### src/rtl/fetch_redirect_unit.sv
// Fetch-side PC and IF/ID register. Takes the ID-stage branch/jump
// decision, computes redirect targets from the instruction in IF/ID and
// selects the next fetch address. Delay slot semantics: the instruction
// after a control transfer is always fetched and kept (no flush).
module fetch_redirect_unit #(
  parameter logic [31:0] PC_RESET = 32'h0000_3000,
  parameter logic [31:0] NOP_WORD = 32'h0000_0000
) (
  input  logic        clk,
  input  logic        reset,
  input  logic        stall,
  input  logic        br,
  input  logic        is_j,
  input  logic        is_jr,
  input  logic [31:0] jr_addr,
  input  logic [31:0] imem_rdata,
  output logic [31:0] pc,
  output logic [31:0] id_instr,
  output logic [31:0] id_pc,
  output logic [31:0] id_pc8,
  output logic        id_valid,
  output logic        addr_err
);

  typedef struct packed {
    logic        take;
    logic [31:0] tgt;
  } redir_t;

  logic [31:0] id_pc_plus4;
  logic [31:0] btarget;
  logic [31:0] jtarget;
  logic [31:0] next_pc;
  logic        misalign;
  redir_t      redir;

  assign id_pc_plus4 = id_pc + 32'd4;
  assign id_pc8      = id_pc + 32'd8;
  assign btarget     = id_pc_plus4 + {{14{id_instr[15]}}, id_instr[15:0], 2'b00};
  assign jtarget     = {id_pc_plus4[31:28], id_instr[25:0], 2'b00};

  // Redirect select: jr > j > branch; only a real, unstalled IF/ID entry redirects.
  always_comb begin
    redir = '0;
    if (id_valid && !stall) begin
      if (is_jr)     redir = '{take: 1'b1, tgt: jr_addr};
      else if (is_j) redir = '{take: 1'b1, tgt: jtarget};
      else if (br)   redir = '{take: 1'b1, tgt: btarget};
    end
    misalign = redir.take && (redir.tgt[1:0] != 2'b00);
    next_pc  = redir.take ? {redir.tgt[31:2], 2'b00} : pc + 32'd4;
  end

  // PC and IF/ID update; stall freezes everything including the sticky error.
  always_ff @(posedge clk or negedge reset) begin
    if (!reset) begin
      pc       <= PC_RESET;
      id_instr <= NOP_WORD;
      id_pc    <= 32'h0;
      id_valid <= 1'b0;
      addr_err <= 1'b0;
    end else if (!stall) begin
      pc       <= next_pc;
      id_instr <= imem_rdata;
      id_pc    <= pc;
      id_valid <= 1'b1;
      addr_err <= addr_err | misalign;
    end
  end

endmodule

### config.mk
export PLATFORM = sky130hd
export DESIGN_NAME = fetch_redirect_unit
export DESIGN_NICKNAME = d
export VERILOG_FILES = /design/src/rtl/fetch_redirect_unit.sv
export SDC_FILE = /design/constraint.sdc
export NUM_CORES = 1
export LEC_CHECK = 0
export CAP_MARGIN = 10
export CORE_ASPECT_RATIO = 0.9
export CORE_MARGIN = 3
export CORE_UTILIZATION = 30
export CTS_CLUSTER_SIZE = 16
export DETAILED_ROUTE_END_ITERATION = 6
export PLACE_DENSITY = 0.65
export SKIP_LAST_GASP = 1
export SYNTH_ARGS = -nofsm -noshare
export SYNTH_HDL_FRONTEND = slang
export SYNTH_SLANG_ARGS = --single-unit
### constraint.sdc
create_clock -name clk -period 3.2 [get_ports clk]
set_input_delay 0.64 -clock clk [delete_from_list [all_inputs] [get_ports clk]]
set_output_delay 0.64 -clock clk [all_outputs]
set_load 0.05 [all_outputs]
* Word level (Yosys, flattened, before mapping) *
Cells that the tools add are included.

word-level totals
  bits in registers = 98

operators by class
  bitwise logic cells = 1
  reduce and logical (&&, ||, !) cells = 4
  muxes and demuxes = 5
  add/subtract/negate cells = 4

operators by type and width
  cell                   count
  $mux 33                4
  $add 32x3->32 const B  2
  $add 32x32->32         1
  $add 32x4->32 const B  1
  $mux 32                1
  $logic_and 1x1->1      2
  $reduce_bool 2->1      1
  $logic_not 1->1        1
  $or 1x1->1             1

* Depth between registers and ports, before layout *
  depth after elaboration = 9
  gate-level depth with buffers = 19
  mapped depth without buffers = 17

* Worst setup path after synthesis *
OpenSTA, ideal clock, no wires.

  path kind = reg-to-reg
  from = reg id_pc[4]
  to = reg pc[24]
  arrival time = 3790 ps
  stages on the path, launching flop included = 15
  path buffers = 1
  setup slack = -720 ps
  cell sequence = dfrtp_1 > ha_1 > and3_1 > clkbuf_1 > nand2_1 > nor2_1 > xor2_1 > ha_1 > and4_1 > a21boi_2 > nor2_2 > o41ai_4 > mux2_1 > a2111oi_2 > o21ai_1

on the way
  word-level cells in the longest chain between the ends = 7

RTL lines
  element                   line  RTL
  start: declaration        19    output logic [31:0] id_pc,
  start signal: assignment  65    id_pc <= pc;
  $add 32x3->32             37    assign id_pc_plus4 = id_pc + 32'd4;
  $add 32x32->32            39    assign btarget = id_pc_plus4 + {{14{id_instr[15]}}, id_instr[15:0], 2'b00};
  $mux 33                   48    else if (br) redir = '{take: 1'b1, tgt: btarget};
  $mux 33                   47    else if (is_j) redir = '{take: 1'b1, tgt: jtarget};
  $mux 33                   46    if (is_jr) redir = '{take: 1'b1, tgt: jr_addr};
  $mux 33                   45    if (id_valid && !stall) begin
  $mux 32                   51    next_pc = redir.take ? {redir.tgt[31:2], 2'b00} : pc + 32'd4;
  end signal: assignment    63    pc <= next_pc;
  end: declaration          17    output logic [31:0] pc,

No other way between the ends.
A chain may end at the register's enable or synchronous reset.

* Final worst setup path *
  from = reg id_pc[3]
  to = reg pc[21]

The elaborated chain is that of the path after synthesis.

==> qor.yml <==
die:
  die_area_sq_mm: 0.0274
  num_rows: 54
  start_util_pct: 30.9
  die_w_um: 174
  core_area_sq_mm: 0.0247
  fp.dieH_um: 157
  ios: 200
detailed_routing:
  wl_per_cell_um: 19.7
  antenna_left: 0
  dr.pass1.iters: 5
  drt_iter0_markers: 681
  wl_um: 30100
  via_count: 8145
  remaining_drc_errors: 0
  via_per_inst: 5.32
place:
  place_area_sq_mm: 0.0110
  dp_hpwl_um: 23100
  gp_congestion: 0.939
  dp_slack_ps: -133
  port-buffer-count: 193
timing:
  worst_pin_slew_ps: 709
  post-route-min-period_ps: 3280
  fmax_mhz: 305
  rsz0062_at_grt: "yes"
  setup_viol: 6
  setup_slack_ps: -81.5
  slew_headroom_pct: 52.8
  period_share_pct: 103
  fin_skew_ps: 17.2
  drv_slew: 0
  hold_violations: 0
run:
  drv_cap: 0
clocking:
  cts_tree: "yes"
  numCtsBuffers: 9
  clkTransAtPathRegs_ps: 80
  cts_buffer_depth: 2
  cts-root-buf: "clkbuf_16"
  cts-htree-levels: 3
  cts_sinks: 94
  clock_latency_ps: 360
cells_and_area:
  diodes: 0
  syn_to_final_growth_pct: 59.8
  layout-drive-gt1-share_pct: 34.3
  finish.net_count: 1297
  layout_commonest_cell: "clkdlybuf4s50_1"
  final_area_sq_mm: 0.0122
  post-route-util_pct: 49.4
  final_cell_mix: "clkdlybuf4s50_1 (172), buf_4 (162), nand2_1 (77)"
worst_setup_path:
  cp_slowest_stage_delay_ps: 440
  cpMaxStageDelayCell: "dfrtp_2"
  crit_type: "flop to flop"
  critPathCaptureType: "flop"
  path_cells: "ha_4 > and3_4 > nand2_8 > xnor2_1 > ha_1 > buf_4 > o21ai_0 > o21ai_0 > o211ai_1 > a21oi_1 > nand2b_1 > mux2i_2 > buf_4 > a21o_1 > o311ai_0"
  arrival_ps: 3500
  start_kind: "flop"
  cp_max_fo: 4
  required_ps: 3420
synthesis:
  synth_xor_area_share_pct: 8.92
  ys_ff_latch: 94
  yosysSeqAreaShare_pct: 30.9
  synth_compound_area_share_pct: 21.0
  synth.distinct_cells: 78
  ys_warn_count: 0
  async_flop_share_pct: 100
  synth_simple_gate_area_share_pct: 19.1
  synth_top_family_by_area: "compound AO/OA/AOI/OAI gates"
  synth_area_sq_mm: 0.00763
  synthAdderAreaFrac_pct: 6.16
  syn_avg_cell_area_sq_um: 8.71
  synthMuxAreaShare_pct: 9.25
  synth_edf_count: 0
  synthFlopType: "dfrtp_1"
  syn_inst: 876
grt:
  grt_pass1_wl_um: 44700
  gr-total-overflow: 0
  grt_usage_pct: 20.8
  grt_max_degree: 59
  grt_antenna_before_repair: 0
  grt_pass1_vias: 7683
power_and_ir_drop:
  switchingPower_mw: 4.30
  pwr-share-seq_pct: 19.9
  switching_share_pct: 48.0
  share_comb_of_total_power_pct: 66.8
  totalPowerFinal_mw: 8.96
  p_leak_nw: 5.01
  power_density_mw_per_mm2: 735
  p_int_mw: 4.66
  pwr-share-clk_pct: 13.3
  max-vdd-ir-drop_v: 0.000314
status:
  violations: "negative setup slack"
  outcome: "finished with violations"
hold_path:
  min_path_type: "input port to asynchronous set/reset pin"
cells in the mapped netlist (3+ instances only):
cell,number,area share (%)
o221ai_1,4,0.46
or2_2,4,0.33
a221oi_1,14,1.6
nor3_1,20,1.3
nand2_1,86,4.2
a221o_1,3,0.39
a21o_1,23,2.3
buf_2,14,0.92
o31ai_1,4,0.39
o21ai_0,51,3.3
o22ai_1,6,0.49
o21bai_1,3,0.30
o21ai_1,5,0.33
and3_1,23,1.9
nor2_2,4,0.33
buf_4,11,1.1
nand2b_1,8,0.66
mux2_2,59,8.7
o311ai_0,3,0.34
nor3_2,3,0.39
nand3_1,45,3.0
a22oi_1,3,0.30
a31oi_1,16,1.3
a211oi_1,9,0.89
clkbuf_1,34,1.7
inv_1,18,0.89
a31o_2,3,0.34
xor2_1,24,2.8
dfrtp_1,92,30
o32a_1,4,0.52
xnor2_1,50,5.7
ha_1,36,5.9
mux2i_1,3,0.39
nor2_1,56,2.8
a21oi_1,53,3.5
and2_1,4,0.33
nand4_1,17,1.4
o211ai_1,7,0.69
worst max-delay path, delay by kind of cell, from the launching register on:
| family | cells | cell delay (ps) |
|---|---|---|
| AO/OA/AOI/OAI | 6 | 910 |
| XOR/XNOR | 1 | 160 |
| adder cells (fa/ha/maj) | 2 | 510 |
| buffers and inverters | 2 | 300 |
| flip-flops | 1 | 440 |
| multiplexers | 1 | 290 |
| AND/OR/NAND/NOR | 3 | 530 |
per-layer routing:
metal | wire, um | vias to the layer above | global-route usage, % | share of wire, %
li1 | - | 3845 | - | -
met4 | 430 | 0 | 4.82 | 1.4
met5 | 0 | - | 0 | 0
met2 | 13000 | 315 | 30.4 | 43
met3 | 2350 | 30 | 4.58 | 7.8
met1 | 14400 | 3955 | 31.2 | 48
cells by family after synthesis:
| family | Yosys count |
|---|---|
| other | 1 |
| flip-flops | 94 |
| multiplexers | 63 |
| AO/OA/AOI/OAI | 237 |
| buffers and inverters | 79 |
| adder cells (fa/ha/maj) | 37 |
| XOR/XNOR | 76 |
| AND/OR/NAND/NOR | 289 |
state kept, by name, summed over array words and instances, names as in the netlist:
name and count:
pc 30, id_valid 1, id_instr 32, addr_err 1, id_pc 30
final cells by class:
cell class	count	area, sq um
Fill cell	2286	12500
Multi-Input combinational cell	708	5660
Sequential cell	94	2380
Timing Repair Buffer	359	3350
Inverter	18	67.6
Clock inverter	4	52.6
Tap cell	336	420
Clock buffer	12	267
worst paths after layout:
kind / from / to / slack (ps) / cells past startpoint
worst max-delay path: id_pc[3]$_DFFE_PN0N_ / pc[21]$_DFFE_PN0N_ / -80 / 15
worst max register to register: id_pc[3]$_DFFE_PN0N_ / pc[21]$_DFFE_PN0N_ / -80 / 15
worst min-delay path: reset / pc[3]$_DFFE_PN0N_ / 280 / 1
min in group clk: addr_err$_DFFE_PN0N_ / addr_err$_DFFE_PN0N_ / 490 / 1
worst min register to register: addr_err$_DFFE_PN0N_ / addr_err$_DFFE_PN0N_ / 490 / 1
max in group asynchronous: reset / id_valid$_DFFE_PN0N_ / 2210 / 2
power by group through the flow:
| stage | Clock, mW | Sequential, mW | Combinational [mW] |
|---|---|---|---|
| finish | 1.19 | 1.78 | 5.99 |
| global route | 1.26 | 1.81 | 6.32 |
| CTS | 1.21 | 1.75 | 5.38 |
| global placement | 0 | 1.77 | 5.29 |
| floorplan | 0 | 2.58 | 2.43 |
| detailed placement | 0 | 1.78 | 5.30 |
stage by stage:
| step | setup TNS, ps | hold WS (ps) | std cells |
|---|---|---|---|
| global placement | -145 | 472 | 1487 |
| global route | -2160 | 325 | 1531 |
| finish | -315 | 280 | 1531 |
| CTS | -29.0 | 296 | 1508 |
| floorplan | -845 | 344 | 881 |
| detailed placement | -375 | 466 | 1487 |
timing repair:
action | CTS | global route
endpoints found under the setup margin | 10 | 21
pin swaps | 3 | 55
resized for setup | 8 | 103
hold buffers | 0 | 0
setup buffers | 5 | 23
Note: power is estimated with default switching activity, not from simulation.
